$ cat src/rtl/eth_pkg.sv
// rtl/eth_pkg.sv - shared constants and parser state encoding for the Ethernet header parser
// Purpose: EtherType/TPID constants, broadcast MAC and the FSM state enum used by eth_header_parser.
// Ports: none (package).
package eth_pkg;

   localparam logic [15:0] ETH_TYPE_IP   = 16'h0800;
   localparam logic [15:0] ETH_TYPE_ARP  = 16'h0806;
   localparam logic [15:0] ETH_TPID_VLAN = 16'h8100;
   localparam logic [47:0] MAC_BCAST     = 48'hFFFF_FFFF_FFFF;

   typedef enum logic [3:0] {
      ST_GAP     = 4'd0,
      ST_IDLE    = 4'd1,
      ST_DA      = 4'd2,
      ST_SA      = 4'd3,
      ST_TYPE    = 4'd4,
      ST_TCI     = 4'd5,
      ST_ITYPE   = 4'd6,
      ST_PAYLOAD = 4'd7,
      ST_DROP    = 4'd8
   } eth_state_e;

endpackage

$ cat src/rtl/eth_header_parser.sv
// rtl/eth_header_parser.sv - byte-serial Ethernet header parser, MAC filter, classifier and payload forwarder
// Purpose: splits DA/SA/optional 802.1Q tag/EtherType from the MAC receive byte stream,
//          classifies the frame as IP/ARP/invalid and forwards payload bytes one cycle later.
// Ports:
//   clock, sclr                  clock and synchronous active-high reset
//   datain, data_en              frame byte stream, data_en high for the whole frame
//   local_mac                    board MAC used by the destination filter
//   BOARD_MAC, PC_MAC            captured destination / source MAC
//   ethertype, vlan_valid, vlan_id  parsed type and tag fields
//   isIp, isARP, isNotAValidPacket  classification levels, held until data_en falls
//   payload_data/valid/sop/len   forwarded payload stream and byte count
//   hdr_runt                     pulse when the frame ends inside the header
module eth_header_parser
   import eth_pkg::*;
#(
   parameter int VLAN_EN       = 1,
   parameter int MAC_FILTER_EN = 1,
   parameter int LEN_W         = 11
) (
   input  logic             clock,
   input  logic             sclr,
   input  logic [7:0]       datain,
   input  logic             data_en,
   input  logic [47:0]      local_mac,
   output logic [47:0]      BOARD_MAC,
   output logic [47:0]      PC_MAC,
   output logic [15:0]      ethertype,
   output logic             vlan_valid,
   output logic [11:0]      vlan_id,
   output logic             isIp,
   output logic             isARP,
   output logic             isNotAValidPacket,
   output logic [7:0]       payload_data,
   output logic             payload_valid,
   output logic             payload_sop,
   output logic [LEN_W-1:0] payload_len,
   output logic             hdr_runt
);

   eth_state_e       state_q, state_d;
   logic [4:0]       cnt_q, cnt_d;
   logic [47:0]      board_mac_q, board_mac_d;
   logic [47:0]      pc_mac_q, pc_mac_d;
   logic [15:0]      ethertype_q, ethertype_d;
   logic             vlan_valid_q, vlan_valid_d;
   logic [11:0]      vlan_id_q, vlan_id_d;
   logic             is_ip_q, is_ip_d;
   logic             is_arp_q, is_arp_d;
   logic             is_bad_q, is_bad_d;
   logic [7:0]       pl_data_q, pl_data_d;
   logic             pl_valid_q, pl_valid_d;
   logic             pl_sop_q, pl_sop_d;
   logic [LEN_W-1:0] pl_len_q, pl_len_d;
   logic             runt_q, runt_d;

   logic [15:0]      type_shift;
   logic             mac_ok;
   logic             decide;

   assign type_shift = {ethertype_q[7:0], datain};
   assign mac_ok     = (MAC_FILTER_EN == 0) || (board_mac_q == local_mac) || (board_mac_q == MAC_BCAST);
   // The cycle after the last type byte is the decision cycle; it is still in TYPE/ITYPE
   // and its byte (if any) is already the first payload byte.
   assign decide     = ((state_q == ST_TYPE) && (cnt_q == 5'd14)) ||
                       ((state_q == ST_ITYPE) && (cnt_q == 5'd18));

   always_comb begin
      state_d      = state_q;
      cnt_d        = cnt_q;
      board_mac_d  = board_mac_q;
      pc_mac_d     = pc_mac_q;
      ethertype_d  = ethertype_q;
      vlan_valid_d = vlan_valid_q;
      vlan_id_d    = vlan_id_q;
      is_ip_d      = is_ip_q;
      is_arp_d     = is_arp_q;
      is_bad_d     = is_bad_q;
      pl_data_d    = pl_data_q;
      pl_valid_d   = 1'b0;
      pl_sop_d     = 1'b0;
      pl_len_d     = pl_len_q;
      runt_d       = 1'b0;

      // Classification levels drop on the first cycle without data_en.
      if (!data_en) begin
         is_ip_d  = 1'b0;
         is_arp_d = 1'b0;
         is_bad_d = 1'b0;
      end

      case (state_q)
         ST_GAP: begin
            if (!data_en) state_d = ST_IDLE;
         end
         ST_IDLE: begin
            is_ip_d  = 1'b0;
            is_arp_d = 1'b0;
            is_bad_d = 1'b0;
            if (data_en) begin
               board_mac_d  = {board_mac_q[39:0], datain};
               vlan_valid_d = 1'b0;
               vlan_id_d    = 12'd0;
               cnt_d        = 5'd1;
               state_d      = ST_DA;
            end
         end
         ST_DA: begin
            if (!data_en) begin
               runt_d  = 1'b1;
               state_d = ST_IDLE;
            end else begin
               board_mac_d = {board_mac_q[39:0], datain};
               cnt_d       = cnt_q + 5'd1;
               if (cnt_q == 5'd5) state_d = ST_SA;
            end
         end
         ST_SA: begin
            if (!data_en) begin
               runt_d  = 1'b1;
               state_d = ST_IDLE;
            end else begin
               pc_mac_d = {pc_mac_q[39:0], datain};
               cnt_d    = cnt_q + 5'd1;
               if (cnt_q == 5'd11) state_d = ST_TYPE;
            end
         end
         ST_TYPE: begin
            if (!decide) begin
               if (!data_en) begin
                  runt_d  = 1'b1;
                  state_d = ST_IDLE;
               end else begin
                  ethertype_d = type_shift;
                  cnt_d       = cnt_q + 5'd1;
                  if ((cnt_q == 5'd13) && (VLAN_EN != 0) && (type_shift == ETH_TPID_VLAN)) begin
                     vlan_valid_d = 1'b1;
                     state_d      = ST_TCI;
                  end
               end
            end
         end
         ST_TCI: begin
            if (!data_en) begin
               runt_d  = 1'b1;
               state_d = ST_IDLE;
            end else begin
               cnt_d = cnt_q + 5'd1;
               if (cnt_q == 5'd14) begin
                  vlan_id_d[11:8] = datain[3:0];
               end else begin
                  vlan_id_d[7:0] = datain;
                  state_d        = ST_ITYPE;
               end
            end
         end
         ST_ITYPE: begin
            if (!decide) begin
               if (!data_en) begin
                  runt_d  = 1'b1;
                  state_d = ST_IDLE;
               end else begin
                  ethertype_d = type_shift;
                  cnt_d       = cnt_q + 5'd1;
               end
            end
         end
         ST_PAYLOAD: begin
            if (!data_en) begin
               state_d = ST_IDLE;
            end else begin
               pl_data_d  = datain;
               pl_valid_d = 1'b1;
               if (pl_len_q != {LEN_W{1'b1}}) pl_len_d = pl_len_q + 1'b1;
            end
         end
         ST_DROP: begin
            if (!data_en) state_d = ST_IDLE;
         end
         default: state_d = ST_GAP;
      endcase

      if (decide) begin
         if (mac_ok && ((ethertype_q == ETH_TYPE_IP) || (ethertype_q == ETH_TYPE_ARP))) begin
            is_ip_d  = (ethertype_q == ETH_TYPE_IP);
            is_arp_d = (ethertype_q == ETH_TYPE_ARP);
            if (data_en) begin
               pl_data_d  = datain;
               pl_valid_d = 1'b1;
               pl_sop_d   = 1'b1;
               pl_len_d   = LEN_W'(1);
               state_d    = ST_PAYLOAD;
            end else begin
               pl_len_d = '0;
               state_d  = ST_IDLE;
            end
         end else begin
            is_bad_d = 1'b1;
            state_d  = data_en ? ST_DROP : ST_IDLE;
         end
      end
   end

   always_ff @(posedge clock) begin
      if (sclr) begin
         state_q      <= ST_GAP;
         cnt_q        <= 5'd0;
         board_mac_q  <= 48'd0;
         pc_mac_q     <= 48'd0;
         ethertype_q  <= 16'd0;
         vlan_valid_q <= 1'b0;
         vlan_id_q    <= 12'd0;
         is_ip_q      <= 1'b0;
         is_arp_q     <= 1'b0;
         is_bad_q     <= 1'b0;
         pl_data_q    <= 8'd0;
         pl_valid_q   <= 1'b0;
         pl_sop_q     <= 1'b0;
         pl_len_q     <= '0;
         runt_q       <= 1'b0;
      end else begin
         state_q      <= state_d;
         cnt_q        <= cnt_d;
         board_mac_q  <= board_mac_d;
         pc_mac_q     <= pc_mac_d;
         ethertype_q  <= ethertype_d;
         vlan_valid_q <= vlan_valid_d;
         vlan_id_q    <= vlan_id_d;
         is_ip_q      <= is_ip_d;
         is_arp_q     <= is_arp_d;
         is_bad_q     <= is_bad_d;
         pl_data_q    <= pl_data_d;
         pl_valid_q   <= pl_valid_d;
         pl_sop_q     <= pl_sop_d;
         pl_len_q     <= pl_len_d;
         runt_q       <= runt_d;
      end
   end

   assign BOARD_MAC         = board_mac_q;
   assign PC_MAC            = pc_mac_q;
   assign ethertype         = ethertype_q;
   assign vlan_valid        = vlan_valid_q;
   assign vlan_id           = vlan_id_q;
   assign isIp              = is_ip_q;
   assign isARP             = is_arp_q;
   assign isNotAValidPacket = is_bad_q;
   assign payload_data      = pl_data_q;
   assign payload_valid     = pl_valid_q;
   assign payload_sop       = pl_sop_q;
   assign payload_len       = pl_len_q;
   assign hdr_runt          = runt_q;

endmodule

$ cat config.mk
export PLATFORM = sky130hd
export DESIGN_NAME = eth_header_parser
export DESIGN_NICKNAME = d
export VERILOG_FILES = /design/src/rtl/eth_pkg.sv /design/src/rtl/eth_header_parser.sv
export SDC_FILE = /design/constraint.sdc
export NUM_CORES = 1
export LEC_CHECK = 0
export ABC_AREA = 1
export CAP_MARGIN = 20
export CORE_MARGIN = 2
export CORE_UTILIZATION = 43
export DETAILED_ROUTE_END_ITERATION = 7
export PLACE_DENSITY_LB_ADDON = 0.15
export SYNTH_ARGS = -nofsm -noshare
export SYNTH_HDL_FRONTEND = slang
export SYNTH_SLANG_ARGS = --single-unit
$ cat constraint.sdc
create_clock -name clock -period 1.7 [get_ports clock]
set_input_delay 0.255 -clock clock [delete_from_list [all_inputs] [get_ports clock]]
set_output_delay 0.255 -clock clock [all_outputs]
set_load 0.1 [all_outputs]
## Word-level counts from Yosys, hierarchy flattened

Index checks and enable logic that the tools add are counted.
W data, S select, Z words.

| storage, ports and cells | value |
|---|---|
| flip-flop bits (word level) | 159 |
| output and inout bits | 150 |

| cells by class | value |
|---|---|
| add/sub/neg operators | 2 |
| eq/ne operators | 33 |
| multiplexer cells | 60 |
| bitwise gates (word level) | 2 |
| reductions and logical operators | 24 |

Operators by type and width:

| cell | count |
|---|---|
| $mux W4 | 14 |
| $mux W11 | 5 |
| $eq A48 B48 Y1 | 1 |
| $eq A48 B48 Y1 const B | 1 |
| $mux W8 | 6 |
| $eq A16 B12 Y1 const B | 2 |
| $mux W1 | 24 |
| $mux W12 | 2 |
| $pmux W12 S2 | 1 |
| $pmux W4 S6 | 1 |
| $eq A16 B16 Y1 const B | 1 |
| $eq A4 B3 Y1 const B | 4 |
| $eq A5 B4 Y1 const B | 3 |
| $mux W5 | 3 |
| $pmux W5 S3 | 1 |
| $ne A2 B2 Y1 const B | 7 |
| $ne A4 B4 Y1 const B | 3 |
| $add A11 B1 Y11 const B | 1 |
| $ne A11 B11 Y1 const B | 1 |
| $eq A4 B2 Y1 const B | 2 |
| $reduce_and A4 Y1 | 2 |
| $reduce_and A3 Y1 | 2 |
| $reduce_and A6 Y1 | 1 |
| $reduce_or A3 Y1 | 2 |
| other kinds (21) | 31 |

## Longest topological paths before layout

Gate-level depths: netlist of run 1.

| depth | value |
|---|---|
| depth after elaboration | 6 |
| mapped depth | 14 |
| mapped depth without buffers | 13 |

## Least setup slack after synthesis of run 1

No wires, ideal clock.

| path | value |
|---|---|
| path kind | register to register |
| from | reg pl_len_q[0] (netlist: payload_len[0]) |
| to | reg pl_len_q[4] (netlist: payload_len[4]) |
| setup time | 119 ps |
| data arrival time | 2405 ps |
| setup slack | -823 ps |
| cell stages (with the launch flop) | 11 |
| buffers on the path | 0 |
| cells stage by stage | dfxtp_1 -> ha_1 -> nand3_1 -> inv_1 -> nand2_1 -> nor3_1 -> nand3_1 -> nand2_1 -> nor2_1 -> xnor2_1 -> nor2_1 |

| on the way | value |
|---|---|
| longest elaborated chain between the ends | 6 |
| elaborated cells between the ends (all ways) | 7 |
| classes of those cells | add/sub (1); eq/ne (1); mux (5) |

Ends and longest elaborated chain:

| element | line | text |
|---|---|---|
| start: declaration | eth_header_parser.sv:53 | `logic [LEN_W-1:0] pl_len_q, pl_len_d;` |
| start signal: assignment | eth_header_parser.sv:234 | `pl_len_q <= pl_len_d;` |
| $add A11 B1 Y11 or $ne A11 B11 Y1 (tied branches) | eth_header_parser.sv:173 | `if (pl_len_q != {LEN_W{1'b1}}) pl_len_d = pl_len_q + 1'b1;` |
| $mux W11 * | eth_header_parser.sv:173 |  |
| $mux W11 * | eth_header_parser.sv:168 | `if (!data_en) begin` |
| $mux W11 * | eth_header_parser.sv:91 | `case (state_q)` |
| $mux W11 | eth_header_parser.sv:183 | `if (mac_ok && ((ethertype_q == ETH_TYPE_IP) \|\| (ethertype_q == ETH_TYPE_ARP))) begin` |
| $mux W11 * | eth_header_parser.sv:182 | `if (decide) begin` |

Every way passes the cells marked *; elsewhere a longest branch is shown, timed or not.
A chain may end at the register's enable or synchronous reset.

## Worst setup path after layout of run 1

| path | value |
|---|---|
| from | reg cnt_q[1] |
| to | reg cnt_q[4] |

| on the way | value |
|---|---|
| longest elaborated chain between the ends | 5 |
| elaborated cells between the ends (all ways) | 11 |
| classes of those cells | add/sub (1); eq/ne (3); mux (3); reduce/logical (4) |

Ends and longest elaborated chain:

| element | line | text |
|---|---|---|
| start: declaration | eth_header_parser.sv:41 | `logic [4:0] cnt_q, cnt_d;` |
| start signal: assignment | eth_header_parser.sv:222 | `cnt_q <= cnt_d;` |
| branches (longest 5 deep; another with $add A5 B1 Y5) | - |  |

Parallel ways; which one is timed is not known. The select of a mux whose other input is x is not followed.

==> impl_metrics.tcl, run 1 <==
set metrics [dict create \
    outcome "finished with violations" \
    violations "setup timing" \
    io_buffers 208 \
    routed_wl_mm 28.3 \
    report.final.slew_viol_count 0 \
    nFillCells 941 \
    dpl_cell_area_um2 12500 \
    coreArea_um2 16600 \
    syn_inst 1008 \
    setup_viol 58 \
    synth-seq-cells 159 \
    clockBufferDepth 2 \
    r2r_cells 12 \
    clk_pin_slew_ns 0.07 \
    grt_pass1_vias 8392 \
    htree_levels 4 \
    fin_util 0.830 \
    slew_headroom 0.629 \
    irDropWorstVdd_mv 1.21 \
    synth_top_area_share 0.435 \
    start_util 0.441 \
    whs_path_depth 2 \
    synth.avg_cell_area_um2 7.25 \
    place_ws_ns -0.511 \
    dr.first_iter.drc_count 650 \
    synth.distinct_cells 39 \
    power_leakage_nw 5.48 \
    finalClockSkew_ns 0.0114 \
    drive_above_1_share 0.412 \
    cts-root-buf "clkbuf_16" \
    antenna_found_initial 0 \
    hold_slack_ns 0.167 \
    grt_pass1_wl_mm 43.0 \
    cp_max_fo 5 \
    r2r_slack_ns -0.22 \
    crit_type "flip-flop to flip-flop" \
    finalHoldViolations 0 \
    track_usage 0.299 \
    insertion_delay_ns 0.43 \
    cts_tree "built" \
    syn_nets 1071 \
    fin_area_um2 13800 \
    ant_nets 0 \
    n_antenna_cell 0 \
    num_vias 8616 \
    endpoint_kind "flip-flop" \
    yosys-top-cells-area "dfxtp_1 44%, nand2_1 8.7%, a21oi_1 7.0%" \
    gr-total-overflow 0 \
    routedWlPerCell_um 17.7 \
    gp_congestion 0.909 \
    fin_ws_ns -0.223 \
    setup_tns_ns -7.81 \
    cp.required_ns 2.01 \
    drt_pass1_iterations 5 \
    min_path_type "input port to flip-flop" \
    cts_made_buffers 17 \
    ys_seq_area_frac 0.435 \
    hold-path-endpoint "payload_valid" \
    die_h_um 134 \
    yosysWarnings 0 \
    worstReg2RegStart "cnt_q[1]" \
    rsz0062_at_grt "yes" \
    final_cell_mix "159 x buf_12, 157 x buf_4, 151 x nand2_1" \
    min_from "sclr" \
    final_common_cell "buf_12" \
    netlist_area_um2 7310 \
    worst_slew_pin_slew_ns 0.556 \
    boundaryPins 209 \
    powerDensity_nw_per_um2 1610 \
    grt_max_degree 81 \
    finalCritPeriodShare 1.13 \
    core.rowCount 47 \
    die_area_um2 18100 \
    fp.dieW_um 134 \
    worstPathArrival_ns 2.24 \
    nNetsFinal 1428 \
    clock-sinks 159 \
    maxCapViolCount 0 \
    r2r-end "cnt_q[4]" \
    viasPerCell 5.39 \
    dp_hpwl_mm 18.4 \
    max_freq_ghz 0.520 \
    cp-start-kind "flip-flop" \
    fin_crit_ns 1.92 \
    drc 0 \
    yosysTopAreaCell "dfxtp_1" \
    area_growth_pct 88.1 \
]
==> per-stage QoR <==
stage                     instances  power (mW)
after global routing           1598        23.0
after floorplan                1008        12.3
after detailed placement       1542        17.7
final                          1598        22.2
after CTS                      1590        21.8
after global placement         1542        17.5
==> cells in the mapped netlist (all sizes together) <==
library cell / count
and2: 1
nand2: 174
o22ai: 3
inv: 80
o31ai: 2
nand3: 72
a31oi: 1
xnor2: 42
a21oi: 113
nor3: 25
nor2: 140
buf: 22
nand4: 15
o211ai: 1
nor3b: 1
clkbuf: 31
and3: 1
a41oi: 1
nor4: 7
ha: 4
a22oi: 1
xor2: 3
o21ai: 109
dfxtp: 159
==> worst max-delay path by stage <==
stage	endpoint	slack, ns	startpoint	cells past startpoint
floorplan	payload_len[4]	-0.06	payload_len[0]	10
global placement	payload_data[7]	-0.42	local_mac[7]	12
detailed placement	payload_data[4]	-0.51	local_mac[34]	12
CTS	ethertype[14]	-0.10	cnt_q[1]	11
global route	state_q[2]	-0.29	cnt_q[1]	12
finish	cnt_q[4]	-0.22	cnt_q[1]	12
==> metal layers <==
layer / part of all wire / vias to the layer above / GRT usage
met5: 0 / - / 0
met4: 0.037 / 0 / 0.103
met3: 0.073 / 86 / 0.0809
met2: 0.49 / 370 / 0.502
met1: 0.40 / 4104 / 0.372
li1: - / 4056 / -
==> sequential cells by signal, summed over array words and instances (netlist names) <==
name	cells
BOARD_MAC	48
PC_MAC	48
cnt_q	5
ethertype	16
hdr_runt	1
isARP	1
isIp	1
isNotAValidPacket	1
payload_data	8
payload_len	11
payload_sop	1
payload_valid	1
state_q	4
vlan_id	12
vlan_valid	1
==> cell type report <==
cell class | instances | area (um^2) | share of cell area
clock buffers | 20 | 479 | 0.0348
clock inverters | 12 | 120 | 0.00873
inverters | 80 | 310 | 0.0226
multi-input cells | 717 | 4020 | 0.292
flip-flops and latches | 159 | 3440 | 0.250
well taps | 220 | 275 | 0.0200
repair buffers | 389 | 5100 | 0.371
repair inverters | 1 | 7.51 | 0.000546
==> power by group <==
part           total [mW]  internal [mW]  switching [mW]  leakage (nW)
clock                3.89           2.22            1.67         0.298
combinational        12.8           4.92            7.84          3.84
sequential           5.57           4.69           0.875          1.34
==> logic make-up (layout without fill, tap and decap cells) <==
group,count (synthesis),count (layout),share of synthesized area
flops,159,159,0.435
xor+xnor,45,45,0.0539
compound gates,231,231,0.169
simple gates,436,437,0.261
fa+ha+maj,4,4,0.00684
buf+inv,133,502,0.0731
==> critical path, stage by stage, from the launching register on <==
cell	delay (ns)
dfxtp_2	0.35
buf_6	0.11
ha_4	0.14
inv_4	0.04
nor3_4	0.16
inv_2	0.08
o21ai_4	0.30
nor2_4	0.10
nand2_4	0.10
nand2_4	0.09
nand2_4	0.08
o21ai_0	0.09
nor3b_2	0.17
==> repair_timing <==
item                                    in CTS  in global routing
endpoints found under the setup margin      64                107
resized for setup                           68                 57
pin swaps                                   15                 19
buffers inserted                            14                  9
cloned                                       3                  0
hold buffers                                 0                  0
Note: power is estimated with default switching activity, not from simulation.
==> inputs of run 2 (changes only) <==
--- a/config.mk
+++ b/config.mk
@@ -10,6 +10,7 @@
 export CORE_MARGIN = 2
 export CORE_UTILIZATION = 43
 export DETAILED_ROUTE_END_ITERATION = 7
+export GPL_TIMING_DRIVEN = 0
 export PLACE_DENSITY_LB_ADDON = 0.15
 export SYNTH_ARGS = -nofsm -noshare
 export SYNTH_HDL_FRONTEND = slang
==> run 2 against run 1 <==
Effect of this change:
- the run still ends with setup timing left
- clock skew is 0.0021 ns lower
- count of clock-buffer cells in the layout is 1 lower
- non-clock buffer count is 83 lower
- critical endpoint is now payload_len[0]
- via count is 5.3% lower
- maximum frequency is 6.1% lower
- die area stayed put
- setup slack worse by 0.12 ns
- cell area is 14% lower
- combinational power is 22% lower
- register-to-register slack worse by 0.12 ns
- clock power is 3% lower
- critical path depth is 3 lower
==> impl_metrics.tcl, run 2 (synthesis results as in run 1) <==
set metrics [dict create \
    grt_pass1_vias 7345 \
    drive_above_1_share 0.379 \
    start_util 0.441 \
    power_leakage_nw 4.34 \
    final_common_cell "nand2_1" \
    crit_type "flip-flop to flip-flop" \
    cp-start-kind "flip-flop" \
    area_growth_pct 61.7 \
    place_ws_ns -0.592 \
    routedWlPerCell_um 17.2 \
    viasPerCell 5.39 \
    setup_viol 45 \
    n_antenna_cell 0 \
    cts-root-buf "clkbuf_16" \
    max_freq_ghz 0.489 \
    worst_slew_pin_slew_ns 0.772 \
    outcome "finished with violations" \
    endpoint_kind "flip-flop" \
    totalPowerFinal_mw 19.4 \
    boundaryPins 209 \
    nNetsFinal 1344 \
    cp.required_ns 2.04 \
    place_inst 1435 \
    routed_wl_mm 26.1 \
    fin_crit_ns 2.05 \
    die_area_um2 18100 \
    path_buf_inv 2 \
    violations "setup timing" \
    num_vias 8158 \
    slew_headroom 0.485 \
    clock-sinks 159 \
    path_cells "inv_2 > nand4_1 > nor4_4 > nand4_1 > nand2_2 > nand4_1 > inv_1 > nand2_1 > o21ai_1" \
    cts_hold_buf 0 \
    irDropWorstVdd_mv 0.971 \
    coreArea_um2 16600 \
    grt_pass1_wl_mm 38.8 \
    cp_slowest_cell "nor4_4" \
    clk_pin_slew_ns 0.07 \
    report.final.slew_viol_count 0 \
    antenna_found_initial 0 \
    track_usage 0.270 \
    gp_congestion 0.927 \
    fp.dieW_um 134 \
    crit_path_frequent_cell "nand4_1" \
    gr-total-overflow 0 \
    cts_made_buffers 17 \
    dr.first_iter.drc_count 606 \
    powerDensity_nw_per_um2 1640 \
    maxCapViolCount 0 \
    core.rowCount 47 \
    finalHoldViolations 0 \
    die_h_um 134 \
    worstPathArrival_ns 2.38 \
    finalCritPeriodShare 1.20 \
    rsz0062_at_grt "yes" \
    drt_pass1_iterations 7 \
    io_buffers 207 \
    insertion_delay_ns 0.43 \
    clockBufferDepth 2 \
    fin_ws_ns -0.347 \
    min_path_type "input port to flip-flop" \
    slowest_delay_ns 0.37 \
    finalClockSkew_ns 0.00931 \
    ant_nets 0 \
    drc 0 \
    dp_hpwl_mm 17.4 \
    final_cell_mix "150 x nand2_1, 144 x clkdlybuf4s15_2, 112 x nor2_1" \
    setup_tns_ns -6.82 \
    htree_levels 4 \
    grt_max_degree 17 \
    cp_max_fo 4 \
    fin_cells 1514 \
    cts_tree "built" \
    crit_family "simple AND/OR/NAND/NOR gates" \
]
run 2: changes by cell type in the layout (fill, tap and decap cells not counted), sizes merged:
cell | before | now
buf | 333 | 70
clkbuf | 20 | 49
clkdlybuf4s15 | 0 | 144
clkdlybuf4s18 | 0 | 5
clkinvlp | 1 | 2
dlymetal6s2s | 0 | 1
inv | 86 | 85
run 2: path summary, 6_finish.rpt:
check	startpoint	endpoint	slack [ns]	cells after the start
max reg2reg	ethertype[15]	payload_len[0]	-0.35	9
min	datain[6]	BOARD_MAC[6]	0.36	3
min reg2reg	ethertype[12]	ethertype[12]	0.46	2
max	ethertype[15]	payload_len[0]	-0.35	9
run 2: repair_timing:
| action | in CTS | in global routing |
|---|---|---|
| setup buffers | 27 | 17 |
| resized for setup | 545 | 143 |
| pin swaps | 29 | 51 |
| endpoints found under the setup margin | 279 | 138 |
| gates cloned | 4 | 1 |
| hold endpoints to repair | 0 | 0 |
run 2: worst register-to-register path: stages (launching register included):
cell	delay, ns
dfxtp_4	0.35
inv_2	0.05
nand4_1	0.16
nor4_4	0.37
nand4_1	0.21
nand2_2	0.19
nand4_1	0.31
inv_1	0.13
nand2_1	0.06
o21ai_1	0.12
run 2: layout make-up:
class	instances	area [um^2]
repair buffers	254	2670
flip-flops and latches	159	3450
plain buffers	52	327
well taps	220	275
clock buffers	19	454
fillers	1323	4760
inverters	80	317
multi-input cells	717	4210
clock inverters	13	126
run 2: where the power goes:
| part | total [mW] | internal, mW | switching (mW) |
|---|---|---|---|
| combinational | 9.97 | 2.67 | 7.30 |
| sequential | 5.68 | 4.70 | 0.979 |
| clock | 3.78 | 2.13 | 1.65 |
run 2: per-stage QoR:
| stage | utilization | cell area (um^2) | hold WS (ns) |
|---|---|---|---|
| 2_1_floorplan | - | 7630 | 0.389 |
| 3_3_place_gp | 0.602 | 9980 | 0.455 |
| 3_5_place_dp | 0.602 | 9980 | 0.456 |
| 4_1_cts | 0.680 | 11300 | 0.364 |
| 5_1_grt | 0.713 | 11800 | 0.378 |
| 6_report | 0.713 | 11800 | 0.355 |
run 2: routing by layer:
metal | GRT usage | vias up | wire, um
met1 | 0.372 | 3850 | 11200
met2 | 0.430 | 378 | 12400
met4 | 0.0667 | 0 | 384
met3 | 0.0631 | 36 | 2090
li1 | - | 3894 | -
met5 | 0 | - | 0
